$ cat src/rtl/muldiv_sequencer.sv
// Sequences one multiply or divide through the external units: start pulse,
// bounded wait for the unit's done, then a single Hi/Lo commit or an error pulse.
module muldiv_sequencer #(
    parameter int TIMEOUT_CYCLES = 40
) (
    input  logic       clk,
    input  logic       reset,
    input  logic       op_mult,
    input  logic       op_div,
    input  logic       divisor_zero,
    input  logic       mult_done,
    input  logic       div_done,
    output logic       mult,
    output logic       div,
    output logic       hilo_src,
    output logic       Hi_write,
    output logic       Lo_write,
    output logic       dzero,
    output logic       timeout,
    output logic       busy,
    output logic       done,
    output logic [2:0] state_dbg
);

    // Handshake: op_mult/op_div are single-cycle requests honoured only while
    // busy=0 (dropped otherwise); mult_done/div_done are pulses from the
    // selected unit, ignored in the start cycle and whenever the other unit runs.

    localparam int CW = $clog2(TIMEOUT_CYCLES + 1);

    typedef enum logic [2:0] {
        IDLE = 3'd0,
        MRUN = 3'd1,
        DRUN = 3'd2,
        WB   = 3'd3,
        EXC  = 3'd4
    } state_t;

    state_t          state;
    state_t          state_next;
    logic [CW-1:0]   cnt;
    logic            in_run;
    logic            first_run;
    logic            unit_done;
    logic            limit_hit;
    logic            run_entry;
    logic            timeout_next;

    always_comb begin
        state_next   = state;
        in_run       = (state == MRUN) || (state == DRUN);
        first_run    = in_run && (cnt == '0);
        limit_hit    = (cnt == CW'(TIMEOUT_CYCLES - 1));
        unit_done    = !first_run &&
                       (((state == MRUN) && mult_done) || ((state == DRUN) && div_done));
        timeout_next = 1'b0;

        case (state)
            IDLE: begin
                if (op_mult)
                    state_next = MRUN;
                else if (op_div)
                    state_next = divisor_zero ? EXC : DRUN;
            end
            MRUN, DRUN: begin
                // A done arriving on the final allowed cycle still commits.
                if (unit_done) begin
                    state_next = WB;
                end else if (limit_hit) begin
                    state_next   = IDLE;
                    timeout_next = 1'b1;
                end
            end
            WB:      state_next = IDLE;
            EXC:     state_next = IDLE;
            default: state_next = IDLE;
        endcase

        run_entry = (state == IDLE) && ((state_next == MRUN) || (state_next == DRUN));

        mult      = (state == MRUN) && first_run;
        div       = (state == DRUN) && first_run;
        Hi_write  = (state == WB);
        Lo_write  = (state == WB);
        done      = (state == WB);
        dzero     = (state == EXC);
        busy      = (state != IDLE);
        state_dbg = state;
    end

    always_ff @(posedge clk) begin
        if (reset) begin
            state    <= IDLE;
            cnt      <= '0;
            hilo_src <= 1'b0;
            timeout  <= 1'b0;
        end else begin
            state   <= state_next;
            timeout <= timeout_next;
            if (run_entry) begin
                cnt      <= '0;
                hilo_src <= (state_next == DRUN);
            end else if (in_run) begin
                cnt <= cnt + 1'b1;
            end
        end
    end

endmodule
$ cat config.mk
export PLATFORM = sky130hd
export DESIGN_NAME = muldiv_sequencer
export DESIGN_NICKNAME = d
export VERILOG_FILES = /design/src/rtl/muldiv_sequencer.sv
export SDC_FILE = /design/constraint.sdc
export NUM_CORES = 1
export LEC_CHECK = 0
export ABC_AREA = 1
export ABC_CLOCK_PERIOD_IN_PS = 1500
export CAP_MARGIN = 40
export CORE_MARGIN = 5
export CORE_UTILIZATION = 40
export DETAILED_ROUTE_END_ITERATION = 6
export PLACE_DENSITY = 0.7
export SETUP_SLACK_MARGIN = 0.2
export SLEW_MARGIN = 30
export SYNTH_ARGS = -nofsm -noshare
export SYNTH_HDL_FRONTEND = slang
export SYNTH_SLANG_ARGS = --single-unit
export TNS_END_PERCENT = 20
$ cat constraint.sdc
create_clock -name clk -period 1.5 [get_ports clk]
set_clock_uncertainty 0.2 [all_clocks]
set_input_delay 0.3 -clock clk [delete_from_list [all_inputs] [get_ports clk]]
set_output_delay 0.3 -clock clk [all_outputs]
set_load 0.02 [all_outputs]
# After elaboration in Yosys (flattened, before gate mapping)
# Cells that the tools add are included.
dict set report classes {
  addsub 1
  eq_ne 7
  muxes 7
  bitwise 1
  reduce_logical 17
}
# cell n
set ops {}
lappend ops {{$mux W3} 5}
lappend ops {{$eq A3 B2 Y1 const B} 3}
lappend ops {{$logic_and A1 B1 Y1} 7}
lappend ops {{$add A6 B1 Y6 const B} 1}
lappend ops {{$eq A3 B1 Y1 const B} 2}
lappend ops {{$eq A6 B6 Y1 const B} 1}
lappend ops {{$logic_not A6 Y1} 1}
lappend ops {{$pmux W3 S2} 1}
lappend ops {{$reduce_or A2 Y1} 2}
lappend ops {{$eq A3 B3 Y1 const B} 1}
lappend ops {{$logic_not A3 Y1} 1}
lappend ops {{$logic_or A1 B1 Y1} 3}
lappend ops {{$reduce_bool A3 Y1} 1}
lappend ops {{$reduce_or A3 Y1} 1}
lappend ops {{$logic_not A1 Y1} 1}
lappend ops {{$mux W1} 1}
lappend ops {{$not A1 Y1} 1}
dict set report word_totals {
  register_bits 11
  input_bits 7
  output_inout_bits 12
}

# Longest topological paths before layout
# Gate-level depths: netlist of the first run.
dict set report logic_depth {
  word_depth 11
  ltp_mapped 9
  mapped_depth_nobuf 9
}

# Worst setup path before layout of the first run
# Ideal clock, no wire load.
dict set report synth_timing {
  kind {reg2out}
  from {reg state[1], in the netlist state_dbg[1]}
  to {out Lo_write}
  arrival_ps 1482
  slack_ps -482
  stages_incl_launch_ff 4
  path_buffers 1
  cell_sequence {dfxtp_1 -> inv_2 -> nor3_1 -> buf_4}
}
dict set report synth_between {
  elab_chain_cells 1
}
# element line_no
set synth_rtl {}
lappend synth_rtl {{start: declaration} 39} ;# state_t state;
lappend synth_rtl {{start signal: assignment} 98} ;# state <= state_next;
lappend synth_rtl {{$eq A3 B2 Y1} --}
lappend synth_rtl {{end: declaration} 17} ;# output logic Lo_write,
# No other way between the ends.

# Final worst setup path of the first run
dict set report layout_timing {
  from {reg cnt[0]}
  to {out mult}
}
dict set report layout_between {
  elab_chain_cells 3
}
# element line_no
set layout_rtl {}
lappend layout_rtl {{start: declaration} 41} ;# logic [CW-1:0] cnt;
lappend layout_rtl {{start signal: assignment} 104} ;# cnt <= cnt + 1'b1;
lappend layout_rtl {{$logic_not A6 Y1} 52} ;# first_run = in_run && (cnt == '0);
lappend layout_rtl {{$logic_and A1 B1 Y1} 52}
lappend layout_rtl {{$logic_and A1 B1 Y1} 81} ;# mult = (state == MRUN) && first_run;
lappend layout_rtl {{end: declaration} 13} ;# output logic mult,
# No other way between the ends.

==> results of run 1 <==
-- registers in the layout, indices dropped and copies added (netlist names) --
name / cells
state_dbg: 3
cnt: 6
hilo_src: 1
timeout: 1
-- cell usage after synthesis --
cell type / count
inv_2: 2
nand2_2: 2
nand3_1: 7
xnor2_1: 2
nand2_1: 23
buf_4: 2
o21ai_0: 1
nand4_1: 5
inv_1: 11
nor2_1: 8
o21a_1: 1
buf_6: 1
nand3_2: 1
and3_2: 1
nor3_2: 1
ha_1: 2
nor3_1: 3
a21oi_1: 7
a21oi_2: 2
dfxtp_1: 11
-- worst register-to-register path: cells and delay by family, from the launching register on --
| family | cells | cell delay, ns |
|---|---|---|
| and+or+nand+nor | 6 | 0.34 |
| adders and majority gates | 1 | 0.15 |
| DFF | 1 | 0.34 |
| AOI/OAI and AO/OA | 1 | 0.10 |
| buffers and inverters | 4 | 0.41 |
-- cell type report --
type	count	area share, %
Inverter	13	4.96
Clock buffer	4	2.42
Multi-Input combinational cell	66	38.6
Sequential cell	11	21.6
Tap cell	16	1.85
Timing Repair Buffer	41	30.6
-- worst min path at each step --
stage / startpoint / cells after the start / to / slack, ns
after global routing: hilo_src / 2 / hilo_src / 0.28
final: hilo_src / 2 / hilo_src / 0.26
after CTS: hilo_src / 2 / hilo_src / 0.26
after detailed placement: hilo_src / 2 / hilo_src / 0.26
after floorplan: reset / 1 / state_dbg[0] / 0.16
after global placement: hilo_src / 2 / hilo_src / 0.26
-- routing by layer --
layer  wire, um  vias to the layer above  part of all wire [%]  GRT usage, %
met4         27                        0                   1.4          3.93
li1           -                      384                     -             -
met3        122                        4                   6.4          4.82
met1        818                      367                    43          18.8
met5          0                        -                     0             0
met2        933                       25                    49          24.1
-- kinds of logic (layout without fill, tap and decap cells) --
| logic type | after synthesis | count (layout) | synth area share [%] |
|---|---|---|---|
| buffers and inverters | 16 | 58 | 11.7 |
| DFF | 11 | 11 | 34.4 |
| adders and majority gates | 2 | 2 | 3.91 |
| AOI/OAI and AO/OA | 11 | 11 | 10.2 |
| and+or+nand+nor | 51 | 51 | 37.1 |
| xor gates and xnor gates | 2 | 2 | 2.73 |
-- power by group through the flow --
stage	Sequential (uW)	Combinational (uW)	Clock, uW
after floorplan	335	126	0
after global placement	323	252	0
after detailed placement	323	256	0
after CTS	316	270	213
after global routing	318	306	231
final	317	282	211
-- per-stage QoR --
step                      area [um^2]  utilization (%)  instances  hold WS [ns]
after floorplan                   691                -         93         0.159
after global placement           1010             66.9        144         0.255
after detailed placement         1010             66.9        144         0.257
after CTS                        1040             69.4        150         0.264
after global routing             1080             72.0        151         0.285
final                            1080             72.0        151         0.263
-- repair_timing --
action                     CTS  global route
pin swaps                    1             3
setup endpoints to repair   22            21
setup buffers                2             1
resized for setup           69            10
hold buffers                 0             0
==> out/results.ini, run 1 <==
[worst_setup_path]
crit_slowest_cell = dfxtp_2
worstRegToRegCells = 12
r2r-end = state_dbg[1]
crit_path_end = mult
r2r_setup_slack_ns = -0.12
start_kind = flip-flop
cp_max_fo = 2
crit_start = cnt[0]
cp_num_buf_inv = 3
path_class = reg -> out
crit_family = flip-flops
crit_path_cell_trace = inv_2 -> ha_4 -> nand2_2 -> nor2_4 -> inv_2 -> nor2_4 -> buf_6
r2r-start = cnt[0]
cpPeakStageDelay_ns = 0.33
worstPathArrival_ns = 1.22
worstPathRequired_ns = 1.00
crit_path_end_kind = output pin
crit_cells = 7

[yosys]
ys_top_cells_by_area = dfxtp_1, nand2_1, inv_1, a21oi_1, nand3_1
yosysWarningCount = 0
netlist_area_um2 = 641
synth_nets = 102
ys_types = 20
syn_avg_cell_area_um2 = 6.89
ys_ff_latch = 11
seq_area_frac_synth_pct = 34.4
synthCells = 93
synth_top_area_share_pct = 34.4
synth.largest_area_cell = dfxtp_1

[drt]
initialDrtViolationCount = 13
wl_per_cell_um = 12.6
drt_first_pass_iters = 4
vias = 780
wirelength_mm = 1.90
drc_errors = 0
vias_per_cell = 5.17
antenna_left = 0

[global_route]
groute.usage.overall_pct = 14.9
grt_overflow_total = 0
grt_pass1_vias = 702
grt_antenna_before_repair = 0
grt_pass1_wl_mm = 3.00
grt_max_degree = 10

[cts]
clock_sinks = 11
insertion_delay_ns = 0.27
clk_pin_slew_ns = 0.08
htree_levels = 1
cts_tree = done
root_buffer = clkbuf_4
cts_buffer_depth = 2
numCtsBuffers = 3

[pwr]
ir_worst_vdd_uv = 620
cellLeakagePower_uw = 0.000494
comb_power_share_pct = 34.8
clockPowerShare_pct = 26.0
p_int_uw = 540
p_seq_share_pct = 39.1
sw_frac_of_total_pct = 33.3
power.total_uw = 810
p_per_area_mw_per_mm2 = 747
power_switching_uw = 269

[timing]
fin_tns_setup_ns = -1.23
worstMarginPinSlew_ns = 0.214
min_period_over_period_pct = 115
setup_viol = 10
rsz0062_at_grt = true
report.final.slew_viol_count = 0
period_minus_slack_ns = 1.72
fmax_ghz = 0.580
hold_violations = 0
slew-limit-headroom_pct = 85.7
fin_ws_ns = -0.224

[floorplanning]
placementRows = 14
dieArea_mm2 = 0.00250
top_level_ports = 19
die_h_um = 50.0
fp.dieW_um = 50.0
start_util_pct = 42.5
core_area_mm2 = 0.00151

[layout]
drive_above_1_share_pct = 50.4
n_antenna_cell = 0
syn2layout_area_growth_pct = 69.3
fillerInstances = 114
ff_latch_area_um2 = 234
fin_nets = 145
final_common_cell = buf_4
final_cell_mix = buf_4, nand2_1, inv_1, nand3_1, a21oi_1
multi_input_area_um2 = 419

[place]
port_buffers = 18
gp_congestion = 0.866
dpl.hpwl_mm = 1.35
dp_slack_ns = -0.469

[job]
maxCapViolations = 0

[outcome]
status = finished with violations
violations = negative setup slack

[worst_hold_path]
holdCritPathClass = reg -> reg

Power figures use the tool's default switching activity.
==> run 2, diff against run 1 <==
Settings changed: TNS_END_PERCENT 20 to not set.
==> run 2 against run 1 <==
The run still ends with negative setup slack left. Via count is 10% higher. Setup slack worse by 0.041 ns. Largest cell class unchanged. Critical endpoint unchanged. First-iteration DRC count increased by 92%. Sequential cell count did not move.
==> out/results.ini, run 2 (synthesized netlist as in run 1, its figures left out) <==
[cts]
cts_tree = done
ctsHoldBuffers = 0
numCtsBuffers = 3
cts_buffer_depth = 2
clock_sinks = 11
root_buffer = clkbuf_4
htree_levels = 1
insertion_delay_ns = 0.26
clk_pin_slew_ns = 0.07

[drt]
drc_errors = 0
wl_per_cell_um = 17.8
initialDrtViolationCount = 25
antenna_left = 0
wirelength_mm = 2.76
vias = 860
drt_first_pass_iters = 4
vias_per_cell = 5.55

[place]
gp_congestion = 0.816
place_area_mm2 = 0.00102
port_buffers = 18
dpl.hpwl_mm = 1.34

[layout]
final_cell_mix = buf_6, buf_4, nand2_1, a21oi_2
final_common_cell = buf_6
syn2layout_area_growth_pct = 115
drive_above_1_share_pct = 63.3
fin_nets = 149
largest_reg_flops = 6
max_flop_register = cnt
n_antenna_cell = 0
final_area_mm2 = 0.00138

[global_route]
grt_pass1_vias = 869
groute.usage.overall_pct = 20.7
grt_overflow_total = 0
grt_max_degree = 7
grt_antenna_before_repair = 0
grt_pass1_wl_mm = 4.06

[outcome]
violations = negative setup slack
status = finished with violations

[timing]
report.final.slew_viol_count = 0
period_minus_slack_ns = 1.76
worstMarginPinSlew_ns = 0.232
slew-limit-headroom_pct = 84.4
setup_viol = 17
fin_hold_ws_ns = 0.326
fin_ws_ns = -0.265
hold_violations = 0
min_period_over_period_pct = 118
rsz0062_at_grt = true
fmax_ghz = 0.567

[floorplanning]
placementRows = 14
start_util_pct = 42.5
fp.dieW_um = 50.0
die_h_um = 50.0
dieArea_mm2 = 0.00250
top_level_ports = 19
core_area_mm2 = 0.00151

[worst_setup_path]
crit_path_cell_trace = inv_2 -> ha_4 -> nand2_2 -> nor2_4 -> inv_2 -> nor2_4 -> buf_6
cp_num_buf_inv = 3
start_kind = flip-flop
crit_slowest_cell = dfxtp_2
cp_max_fo = 2
cpPeakStageDelay_ns = 0.33
path_class = reg -> out
worstPathRequired_ns = 1.00
r2r_setup_slack_ns = -0.11
crit_path_end_kind = output pin
crit_family = flip-flops
worstPathArrival_ns = 1.26

[worst_hold_path]
holdCritPathClass = reg -> reg

[pwr]
p_per_area_mw_per_mm2 = 697
power.total_uw = 958
ir_worst_vdd_uv = 661
cellLeakagePower_uw = 0.000583

[job]
maxCapViolations = 0

## run 2: cell count changes in the layout (fill, tap and decap cells not counted), sizes merged
cell  delta
buf      +4
## run 2: power by group
part           switching [uW]  internal (uW)
clock                    95.0            102
combinational             218            218
sequential               22.5            302
total                     335            623
## run 2: final timing paths
| check | start | end | cells past startpoint |
|---|---|---|---|
| worst min-delay path | hilo_src | hilo_src | 2 |
| worst max-delay path | cnt[0] | mult | 7 |
| worst max register to register | state_dbg[1] | state_dbg[1] | 10 |
| worst min register to register | hilo_src | hilo_src | 2 |
## run 2: metrics by stage
| stage | cells | setup TNS [ns] | worst slack [ns] | utilization (%) |
|---|---|---|---|---|
| 6_report | 155 | -1.63 | -0.265 | 91.3 |
| 5_1_grt | 155 | -2.72 | -0.336 | 91.3 |
| 4_1_cts | 151 | -1.01 | -0.182 | 84.3 |
| 3_5_place_dp | 141 | -3.43 | -0.426 | 67.4 |
| 3_3_place_gp | 141 | -3.14 | -0.403 | 67.4 |
| 2_1_floorplan | 93 | 0 | 0.0503 | - |
## run 2: cell type report
class | instances | area, um^2
tap | 16 | 20.0
multi-input combinational | 66 | 563
clock buffer | 4 | 26.3
timing repair buffer | 45 | 463
sequential | 11 | 234
inverter | 13 | 68.8
fill | 55 | 131
## run 2: what timing repair did
item / 4_1_cts / 5_1_grt
gates resized for setup: 104 / 18
pin swaps: 14 / 5
gates cloned: 1 / 0
setup endpoints to repair: 22 / 21
buffers inserted: 5 / 4
## run 2: worst min-delay path, delay by kind of cell (launching register included)
kind               cells  cell delay [ns]
and+or+nand+nor        1             0.09
DFF                    1             0.33
AOI/OAI and AO/OA      1             0.06
## run 2: metal layers
layer | wire length, um | vias up | global-route usage [%] | share of wire [%]
met5 | 0 | - | 0 | 0
met4 | 57 | 0 | 9.61 | 2.1
met3 | 118 | 6 | 4.52 | 4.3
met2 | 1440 | 37 | 36.4 | 52
met1 | 1140 | 421 | 23.1 | 41
li1 | - | 396 | - | -
